File: config.mk
export PLATFORM = sky130hd
export DESIGN_NAME = score_keeper_flat
export DESIGN_NICKNAME = d
export VERILOG_FILES = /design/src/rtl/score_keeper_pkg.sv /design/src/rtl/score_keeper_if.sv /design/src/rtl/score_keeper_high_score_ram.sv /design/src/rtl/score_keeper.sv /design/src/flat_wrapper.sv
export SDC_FILE = /design/constraint.sdc
export NUM_CORES = 1
export LEC_CHECK = 0
export ABC_AREA = 1
export CELL_PAD_IN_SITES_DETAIL_PLACEMENT = 0
export CELL_PAD_IN_SITES_GLOBAL_PLACEMENT = 2
export CORE_UTILIZATION = 39
export CTS_BUF_LIST = sky130_fd_sc_hd__clkbuf_8
export DETAILED_ROUTE_END_ITERATION = 10
export PLACE_DENSITY_LB_ADDON = 0.3
export SLEW_MARGIN = 15
export SYNTH_ARGS = -nofsm -noshare
export SYNTH_HDL_FRONTEND = slang
export SYNTH_HIERARCHICAL = 1
export SYNTH_SLANG_ARGS = --single-unit
export TNS_END_PERCENT = 1
File: constraint.sdc
create_clock -name clk -period 3.2 [get_ports clk]
set_input_delay 0.64 -clock clk [delete_from_list [all_inputs] [get_ports clk]]
set_output_delay 0.64 -clock clk [all_outputs]
set_load 0.05 [all_outputs]
File: src/rtl/score_keeper_pkg.sv
// Shared definitions for the score keeper and its neighbours.
// Holds widths, RAM depth/latency, FSM state encodings and user addresses.
package score_keeper_pkg;

  localparam int unsigned SCORE_W = 8;
  localparam int unsigned N_USERS = 8;
  localparam int unsigned RD_LAT  = 2;
  localparam int unsigned ADDR_W  = $clog2(N_USERS);

  // FSM encodings (3 bits, five states)
  localparam logic [2:0] ST_CLEAR = 3'd0;
  localparam logic [2:0] ST_IDLE  = 3'd1;
  localparam logic [2:0] ST_FETCH = 3'd2;
  localparam logic [2:0] ST_SHOW  = 3'd3;
  localparam logic [2:0] ST_WRITE = 3'd4;

  // Assigned user addresses, shared with the access controller
  localparam logic [ADDR_W-1:0] USER_0 = ADDR_W'(0);
  localparam logic [ADDR_W-1:0] USER_1 = ADDR_W'(1);
  localparam logic [ADDR_W-1:0] USER_2 = ADDR_W'(2);
  localparam logic [ADDR_W-1:0] USER_3 = ADDR_W'(3);
  localparam logic [ADDR_W-1:0] USER_4 = ADDR_W'(4);
  localparam logic [ADDR_W-1:0] USER_5 = ADDR_W'(5);

endpackage

File: src/rtl/score_keeper_if.sv
// Bundle between access/game controllers (master) and the score keeper (slave).
// Signals: valid_in, user_ID, game_score, game_done toward the keeper;
//          high_score, new_record, busy back to the display path.
interface score_keeper_if;

  logic                                  valid_in;
  logic [score_keeper_pkg::ADDR_W-1:0]   user_ID;
  logic [score_keeper_pkg::SCORE_W-1:0]  game_score;
  logic                                  game_done;
  logic [score_keeper_pkg::SCORE_W-1:0]  high_score;
  logic                                  new_record;
  logic                                  busy;

  modport master (
    output valid_in, user_ID, game_score, game_done,
    input  high_score, new_record, busy
  );

  modport slave (
    input  valid_in, user_ID, game_score, game_done,
    output high_score, new_record, busy
  );

endinterface

File: src/rtl/score_keeper_high_score_ram.sv
// Single-port N_USERS x SCORE_W high-score RAM.
// Ports: clk; we_i/addr_i/wdata_i synchronous write; rdata_o is the read of
// addr_i delayed by RD_LAT registers. Contents have no reset.
module score_keeper_high_score_ram
  import score_keeper_pkg::*;
(
  input  logic               clk,
  input  logic               we_i,
  input  logic [ADDR_W-1:0]  addr_i,
  input  logic [SCORE_W-1:0] wdata_i,
  output logic [SCORE_W-1:0] rdata_o
);

  logic [SCORE_W-1:0] mem_q     [N_USERS];
  logic [SCORE_W-1:0] rd_pipe_q [RD_LAT];

  // Storage write plus read pipeline; a read in the write cycle sees old data
  always_ff @(posedge clk) begin
    if (we_i) begin
      mem_q[addr_i] <= wdata_i;
    end
    rd_pipe_q[0] <= mem_q[addr_i];
    for (int unsigned i = 1; i < RD_LAT; i++) begin
      rd_pipe_q[i] <= rd_pipe_q[i-1];
    end
  end

  assign rdata_o = rd_pipe_q[RD_LAT-1];

endmodule

File: src/rtl/score_keeper.sv
// Per-user high-score store: clears the RAM after reset, fetches the user's
// record on login, and writes back a new record when a round beats it.
// Ports: clk, rst (sync, active-low); sk (slave side of score_keeper_if).
module score_keeper
  import score_keeper_pkg::*;
(
  input  logic          clk,
  input  logic          rst,
  score_keeper_if.slave sk
);

  localparam int unsigned WAIT_W = $clog2(RD_LAT + 1);

  logic [2:0]         state_q,      state_d;
  logic [ADDR_W-1:0]  clr_cnt_q,    clr_cnt_d;
  logic [WAIT_W-1:0]  wait_cnt_q,   wait_cnt_d;
  logic [ADDR_W-1:0]  addr_q,       addr_d;
  logic [SCORE_W-1:0] high_score_q, high_score_d;
  logic               new_record_q, new_record_d;
  logic               busy_q,       busy_d;

  logic               ram_we_c;
  logic [ADDR_W-1:0]  ram_addr_c;
  logic [SCORE_W-1:0] ram_wdata_c;
  logic [SCORE_W-1:0] ram_rdata;

  score_keeper_high_score_ram u_ram (
    .clk     (clk),
    .we_i    (ram_we_c),
    .addr_i  (ram_addr_c),
    .wdata_i (ram_wdata_c),
    .rdata_o (ram_rdata)
  );

  // State and registered outputs
  always_ff @(posedge clk) begin
    if (!rst) begin
      state_q      <= ST_CLEAR;
      clr_cnt_q    <= '0;
      wait_cnt_q   <= '0;
      addr_q       <= '0;
      high_score_q <= '0;
      new_record_q <= 1'b0;
      busy_q       <= 1'b1;
    end else begin
      state_q      <= state_d;
      clr_cnt_q    <= clr_cnt_d;
      wait_cnt_q   <= wait_cnt_d;
      addr_q       <= addr_d;
      high_score_q <= high_score_d;
      new_record_q <= new_record_d;
      busy_q       <= busy_d;
    end
  end

  // Next state, next outputs and RAM controls
  always_comb begin
    state_d      = state_q;
    clr_cnt_d    = clr_cnt_q;
    wait_cnt_d   = wait_cnt_q;
    addr_d       = addr_q;
    high_score_d = high_score_q;
    new_record_d = new_record_q;
    busy_d       = busy_q;
    ram_we_c     = 1'b0;
    ram_addr_c   = addr_q;
    ram_wdata_c  = high_score_q;

    case (state_q)
      ST_CLEAR: begin
        ram_we_c     = 1'b1;
        ram_addr_c   = clr_cnt_q;
        ram_wdata_c  = '0;
        high_score_d = '0;
        new_record_d = 1'b0;
        busy_d       = 1'b1;
        if (clr_cnt_q == ADDR_W'(N_USERS - 1)) begin
          clr_cnt_d = '0;
          busy_d    = 1'b0;
          state_d   = ST_IDLE;
        end else begin
          clr_cnt_d = clr_cnt_q + ADDR_W'(1);
        end
      end

      ST_IDLE: begin
        high_score_d = '0;
        new_record_d = 1'b0;
        busy_d       = 1'b0;
        if (sk.valid_in) begin
          addr_d     = sk.user_ID;
          wait_cnt_d = '0;
          busy_d     = 1'b1;
          state_d    = ST_FETCH;
        end
      end

      // Abort wins over completion; data is taken once RD_LAT cycles elapsed
      ST_FETCH: begin
        if (!sk.valid_in) begin
          high_score_d = '0;
          new_record_d = 1'b0;
          busy_d       = 1'b0;
          state_d      = ST_IDLE;
        end else if (wait_cnt_q == WAIT_W'(RD_LAT)) begin
          high_score_d = ram_rdata;
          new_record_d = 1'b0;
          busy_d       = 1'b0;
          state_d      = ST_SHOW;
        end else begin
          wait_cnt_d = wait_cnt_q + WAIT_W'(1);
        end
      end

      // Logout takes priority over a round ending in the same cycle
      ST_SHOW: begin
        if (!sk.valid_in) begin
          high_score_d = '0;
          new_record_d = 1'b0;
          busy_d       = 1'b0;
          state_d      = ST_IDLE;
        end else if (sk.game_done) begin
          if (sk.game_score > high_score_q) begin
            high_score_d = sk.game_score;
            new_record_d = 1'b1;
            busy_d       = 1'b1;
            state_d      = ST_WRITE;
          end else begin
            new_record_d = 1'b0;
          end
        end
      end

      // Write always commits, even if the user logs out this cycle
      ST_WRITE: begin
        ram_we_c = 1'b1;
        busy_d   = 1'b0;
        if (!sk.valid_in) begin
          high_score_d = '0;
          new_record_d = 1'b0;
          state_d      = ST_IDLE;
        end else begin
          state_d = ST_SHOW;
        end
      end

      default: begin
        clr_cnt_d    = '0;
        high_score_d = '0;
        new_record_d = 1'b0;
        busy_d       = 1'b1;
        state_d      = ST_CLEAR;
      end
    endcase
  end

  assign sk.high_score = high_score_q;
  assign sk.new_record = new_record_q;
  assign sk.busy       = busy_q;

endmodule

File: src/flat_wrapper.sv
// flat-port wrapper written by rule: the top's interface ports become plain ports
module score_keeper_flat import score_keeper_pkg::*;
  (clk, rst, sk_valid_in, sk_user_ID, sk_game_score, sk_game_done, sk_high_score, sk_new_record, sk_busy);
  score_keeper_if sk_i ();
  input  logic clk;
  input  logic rst;
  input wire logic [$bits(sk_i.valid_in)-1:0] sk_valid_in;
  input wire logic [$bits(sk_i.user_ID)-1:0] sk_user_ID;
  input wire logic [$bits(sk_i.game_score)-1:0] sk_game_score;
  input wire logic [$bits(sk_i.game_done)-1:0] sk_game_done;
  output wire logic [$bits(sk_i.high_score)-1:0] sk_high_score;
  output wire logic [$bits(sk_i.new_record)-1:0] sk_new_record;
  output wire logic [$bits(sk_i.busy)-1:0] sk_busy;
  assign sk_i.valid_in = sk_valid_in;
  assign sk_i.user_ID = sk_user_ID;
  assign sk_i.game_score = sk_game_score;
  assign sk_i.game_done = sk_game_done;
  assign sk_high_score = sk_i.high_score;
  assign sk_new_record = sk_i.new_record;
  assign sk_busy = sk_i.busy;
  score_keeper u_core (.clk(clk), .rst(rst), .sk(sk_i));
endmodule
== After elaboration in Yosys (flattened, before gate mapping) ==
Memory sizes are Yosys's and may differ from the RTL's.
Cells that the tools add are included.

* Register bits after elaboration: 21
* Memories kept: 2
* Memory bits (writable): 80
* Output and inout bits: 10

{| class="wikitable"
|+ Memories
! name !! depth !! bits a word !! read ports !! clocked after memory_dff !! wr ports !! RTL line !! source
|-
| u_core.u_ram.mem_q || 8 || 8 || 1 || 0 || 1 || score_keeper_high_score_ram.sv:14 || <nowiki>logic [SCORE_W-1:0] mem_q [N_USERS];</nowiki>
|-
| u_core.u_ram.rd_pipe_q || 2 || 8 || 2 || 0 || 2 || score_keeper_high_score_ram.sv:15 || <nowiki>logic [SCORE_W-1:0] rd_pipe_q [RD_LAT];</nowiki>
|}

* Equal/unequal tests: 14
* Reductions and logical operators: 10
* $lt $le $gt $ge: 1
* Add/sub/neg operators: 2
* Muxes and demuxes: 40

{| class="wikitable"
|+ Operator list
! kind !! count
|-
| 2-to-1 mux 8 bit || 7
|-
| 2-to-1 mux 3 bit || 9
|-
| one-hot mux 8 bit (3 select lines) || 1
|-
| one-hot mux 3 bit (5 select lines) || 1
|-
| 2-to-1 mux 1 bit || 14
|-
| greater-than comparator 8 bit || 1
|-
| 2-to-1 mux 2 bit || 4
|-
| != test 2 bit (second input constant) || 4
|-
| AND reduction 4 bit || 2
|-
| == test 3 x 2 -> 1 bit (second input constant) || 2
|-
| == test 3 bit (second input constant) || 2
|-
| != test 3 x 2 -> 1 bit (second input constant) || 2
|-
| one-hot mux 3 bit (2 select lines) || 1
|-
| AND reduction 3 bit || 2
|-
| one-hot mux 1 bit (5 select lines) || 1
|-
| AND reduction 5 bit || 1
|-
| one-hot mux 2 bit (2 select lines) || 1
|-
| OR reduction 4 bit || 1
|-
| adder 3 x 1 -> 3 bit (second input constant) || 1
|-
| == test 3 x 1 -> 1 bit (second input constant) || 1
|-
| zero test 3 bit || 1
|-
| != test 3 bit (second input constant) || 1
|-
| one-hot mux 1 bit (3 select lines) || 1
|-
| adder 2 x 1 -> 2 bit (second input constant) || 1
|-
| other kinds (5) || 5
|}

== Logic depth before layout (Yosys ltp) ==
* Depth after elaboration: 5
* Depth in mapped cells: 17
* Mapped depth without buffers: 17

== Cells and area by module ==
The synthesis kept the hierarchy.

{| class="wikitable"
|+ Modules (own cells, without submodules)
! module !! area each (µm²) !! seq. area each (µm²) !! instances !! cells each
|-
| score_keeper_high_score_ram || 3144.3 || 2242.2 || 1 || 296
|-
| score_keeper || 1440.1 || 420.4 || 1 || 210
|}

== Worst setup path after synthesis ==
Ideal clock, no wire load.

* Path kind: register -> register
* From: register u_core.state_q[1]
* To: memory u_core.u_ram.mem_q[1][0] (enable)
* Stages on the path, launching flop included: 10
* Library setup time: 0.383 ns
* Data required time: 2.817 ns
* Path slack: 0.836 ns
* Arrival: 1.981 ns
* Cells stage by stage: dfxtp_1 nor2_2 inv_2 nor2_2 inv_2 o21ai_0 buf_4 buf_2 nand2_1 nor3_1

* Longest elaborated chain between the ends: 5
* Elaborated cells on any way between the ends: 7

{| class="wikitable"
|+ RTL lines
! item !! RTL line !! source
|-
| start, declared || score_keeper.sv:14 || <nowiki>logic [2:0] state_q, state_d;</nowiki>
|-
| start signal, assigned || score_keeper.sv:46 || <nowiki>state_q <= state_d;</nowiki>
|-
| == test 3 bit / zero test 3 bit (equally long branches) || score_keeper.sv:69 || <nowiki>case (state_q)</nowiki>
|-
| OR reduction 2 bit (no line) * || n/a ||
|-
| 2-to-1 mux 1 bit * || score_keeper.sv:69 ||
|-
| net u_core.ram_we_c || score_keeper.sv:22 || <nowiki>logic ram_we_c;</nowiki>
|-
| 2-to-1 mux 1 bit * || score_keeper_high_score_ram.sv:19 || <nowiki>if (we_i) begin</nowiki>
|-
| 2-to-1 mux 1 bit (implied by the code) * || score_keeper_high_score_ram.sv:20 || <nowiki>mem_q[addr_i] <= wdata_i;</nowiki>
|-
| end, declared || score_keeper_high_score_ram.sv:14 ||
|}

Mark *: on every way through the listed nets, which the timed path passes. The rest lies on a longest branch.

== Worst setup path in the final report ==
* From: register u_core.state_q[1]
* To: memory u_core.u_ram.mem_q[3][4] (enable)

Same word-level chain as after synthesis.

==> summary.md <==
The run finished with clean final reports. The finished cells cover 0.00517 mm2. STA classifies the critical path startpoint as a register.

The tool flagged a number of max-cap violations equal to 0. The time the final worst path needs with I/O delays and setup was 2710 ps; the number of hold buffers added after CTS was 0. The post-route clock period utilization works out to 0.847. Number of ports placed on the die boundary: 25. The path class of the tightest hold or removal check is register to register. Measured in cells, the most critical reg-to-reg path has a length of 9.

The most used flip-flop cell after synthesis is sky130_fd_sc_hd__edfxtp_1. The tools report the number of global-route vias before repair as 3090. In the routed design, unresolved DRC markers number 0. Setup repair after global routing left no endpoint under its margin. After layout, the worst setup slack is 488 ps. TritonCTS built the clock tree. The synthesized design spends more area on one cell type than any other, namely sky130_fd_sc_hd__edfxtp_1.

Initial antenna violation count: 0. In this run the remaining antenna-violating nets after routing total 0. The tools report the clock root buffer as sky130_fd_sc_hd__clkbuf_8. After detailed routing, the average wire length per cell comes to 15.2 um. The final layout contains routed wiring with a total length of 10300 um. The largest clock skew in the final design is 11.4 ps. The fraction of final layout cells with drive strength greater than 1 came out at 0.151. The total overflow left after global routing is 0. The final-report max-slew violation count came out at 0. The logs give 0.00234 uW for the static leakage and 0 for the count of cells resized by post-cts repair. For this design, the sink count on the clock tree is 101. The tools report the synthesis warning total as 6. The tools report the launch point of the worst reg-to-reg path as u_core/state_q[1]$_SDFFE_PN0P_. Async set or reset register ratio after synthesis: 0. For the highest attainable clock frequency, the log shows 369 MHz. Of all nets on the critical path, the largest fanout is 13. The placement-stage cell area was 0.00495 mm2; the post-synthesis sequential element count was 101. The distinct cell type count after synthesis was 32; the count of port buffers added during placement was 24. The met2 track demand over resource in global routing came out at 0.276.

The number of setup buffers added after CTS is 0. The source-to-sink clock delay at the later pin of the worst-skew pair is 370 ps. Yosys mapped a number of flops with a built-in enable equal to 64. The run gives 0.350 as the headroom to the max-slew limit.

OpenSTA, run right after detailed placement, puts the worst setup slack at 528 ps. The run gives 532 as the post-synth net total. The horizontal die dimension works out to 110 um. The tools report the initial standard-cell utilization of the core as 0.401. Sorting the synthesized cells by how often they occur yields sky130_fd_sc_hd__nand2_1 (188), sky130_fd_sc_hd__edfxtp_1 (64), sky130_fd_sc_hd__inv_1 (58). The required time reported for the critical path endpoint was 3210 ps; the area growth from synthesis to layout was 12.9%. Clock-pin slew was measured on the worst setup and hold paths at 100 ps. Most used standard cell by instance count after synthesis: sky130_fd_sc_hd__nand2_1.

The tools report the total via count in the routed design as 3184. The tools report the sequential cell area fraction in the yosys report as 0.581. Clock tree synthesis inserted a total of 9 buffers. The mean post-synth cell area works out to 9.06 um2. The critical path arrival was 2720 ps. By area the synthesized netlist is led by sky130_fd_sc_hd__edfxtp_1 (42%), sky130_fd_sc_hd__dfxtp_1 (16%), sky130_fd_sc_hd__nand2_1 (15%).

Setup total negative slack on the finished layout was measured at 0 ps. The vertical die dimension was 110 um; the number of iterations in the first detailed-routing pass was 4. The tools report the endpoint class of the critical path as a register. The area share of the largest cell type after synthesis was 0.419. The worst hold margin was 336 ps.

The worst hold path begins at u_core/u_ram/rd_pipe_q[0][1]$_DFF_P_. Number of diodes added for antenna fixing: 0. The endpoint identified for the worst register-to-register timing path is u_core/u_ram/mem_q[3][4]$_DFFE_PP_. The logs give 0.0122 mm2 for the total die area and 33 for the pin count of the biggest net entering global routing. The global placement routability congestion came out at 0.824. For the number of rows created at floorplan, the log shows 39.

Flop-to-flop setup slack: 490 ps. Along the worst hold path, the cell count comes to 0. The power per unit of standard cell area was 789 mW/mm2; the met1 demand-to-capacity share in global routing was 0.260. The startpoint-to-endpoint class of the critical path was register to register.

The overall routing resource usage was 0.181. First-pass GRT wire length: 16600 um. The total core area was 0.0114 mm2; the number of DRC markers after the initial detailed-route iteration was 175. The end point of the most critical hold path was u_core/u_ram/rd_pipe_q[0][9]$_DFF_P_. Setup violations remaining at the end of the flow were counted as 0. The number of failing hold endpoints at the final stage is 0, and the largest voltage drop on the vdd net is 0.443 mV. The ratio of routed vias to standard cells came out at 4.68. The tools report the global-route met3 utilization as 0.0368. Counting every instance in the synthesized netlist gives 506. The run gives 7100 um as the post-DP HPWL. The layer flagged by global routing as most heavily used is met2.

The maximum count of clock buffers along a single path came out at 2. The cell area that synthesis handed to floorplanning was 0.00458 mm2. Summing internal, switching and leakage power gives 4080 uW. The net count of the finished layout is 558.

The clock tree synthesis step divided the H-tree into 3 levels. The slew at the pin with the worst max-slew slack was 971 ps.
## through the flow
step                 util  std cells
global placement    0.433        664
detailed placement  0.433        664
CTS                 0.453        680
floorplan               -        506
global route        0.453        680
finish              0.453        680
## layer usage
| layer | vias up | wire length, um | share of wire |
|---|---|---|---|
| met5 | - | 0 | 0 |
| met4 | 0 | 100 | 0.0097 |
| met3 | 7 | 545 | 0.053 |
| met2 | 63 | 4620 | 0.45 |
| met1 | 1483 | 5060 | 0.49 |
| li1 | 1631 | - | - |
## cell type report
type                    instances  area [um2]
flip-flops and latches        101        2660
well taps                     143         179
fillers                      1138        6240
clock inverters                 7         103
clock buffers                   9         124
repair buffers                 33         308
multi-input cells             308        1490
inverters                      79         304
## flip-flops by register name (all words and copies together), names as in the netlist
register / cells
u_core/u_ram/rd_pipe_q: 16
u_core/sk.new_record: 1
u_core/state_q: 3
u_core/sk.high_score: 8
u_core/sk.busy: 1
u_core/clr_cnt_q: 3
u_core/addr_q: 3
u_core/u_ram/mem_q: 64
u_core/wait_cnt_q: 2
## cells by family after synthesis
group / Yosys count / share of synthesized area
and+or+nand+nor: 268 / 0.255
DFF: 101 / 0.581
buffers and inverters: 97 / 0.0942
AOI/OAI and AO/OA: 29 / 0.0398
adders and majority gates: 11 / 0.0300
## cell usage in the layout (no fill, tap or decap), types with 9 or more instances in the layout
cell type and n:
sky130_fd_sc_hd__edfxtp_1 64, sky130_fd_sc_hd__inv_2 19, sky130_fd_sc_hd__clkdlybuf4s50_1 24, sky130_fd_sc_hd__nand2_2 11, sky130_fd_sc_hd__buf_4 9, sky130_fd_sc_hd__nand3_1 15, sky130_fd_sc_hd__nor2_2 12, sky130_fd_sc_hd__nand2_1 188
sky130_fd_sc_hd__ha_1 11, sky130_fd_sc_hd__dfxtp_1 37, sky130_fd_sc_hd__nor2_1 28, sky130_fd_sc_hd__clkbuf_8 9, sky130_fd_sc_hd__inv_1 58
## how the worst max path moves through the flow
stage / start / to / slack [ps] / cells past startpoint
finish: u_core/state_q[1]$_SDFFE_PN0P_ / u_core/u_ram/mem_q[3][4]$_DFFE_PP_ / 490 / 9
global route: u_core/state_q[1]$_SDFFE_PN0P_ / u_core/u_ram/mem_q[3][4]$_DFFE_PP_ / 220 / 9
CTS: u_core/state_q[1]$_SDFFE_PN0P_ / u_core/u_ram/mem_q[3][1]$_DFFE_PP_ / 490 / 9
detailed placement: u_core/state_q[1]$_SDFFE_PN0P_ / u_core/u_ram/mem_q[3][3]$_DFFE_PP_ / 530 / 9
global placement: u_core/state_q[1]$_SDFFE_PN0P_ / u_core/u_ram/mem_q[3][3]$_DFFE_PP_ / 650 / 9
floorplan: u_core/state_q[1]$_SDFFE_PN0P_ / u_core/u_ram/mem_q[1][0]$_DFFE_PP_ / 840 / 9
## report_power, final
part / internal [uW] / switching (uW)
combinational: 384 / 940
clock: 453 / 463
sequential: 1750 / 97.2
total: 2580 / 1500
## critical path, stage by stage, from the launching register on
cell                      delay (ps)
sky130_fd_sc_hd__dfxtp_1         370
sky130_fd_sc_hd__nor2_2          210
sky130_fd_sc_hd__inv_2            60
sky130_fd_sc_hd__nor2_2          430
sky130_fd_sc_hd__inv_2           170
sky130_fd_sc_hd__nand2_1         110
sky130_fd_sc_hd__nand2_1         150
sky130_fd_sc_hd__inv_2           210
sky130_fd_sc_hd__nand2_1         100
sky130_fd_sc_hd__nor2_1          540
No activity file was read; power rests on OpenSTA's default activity.
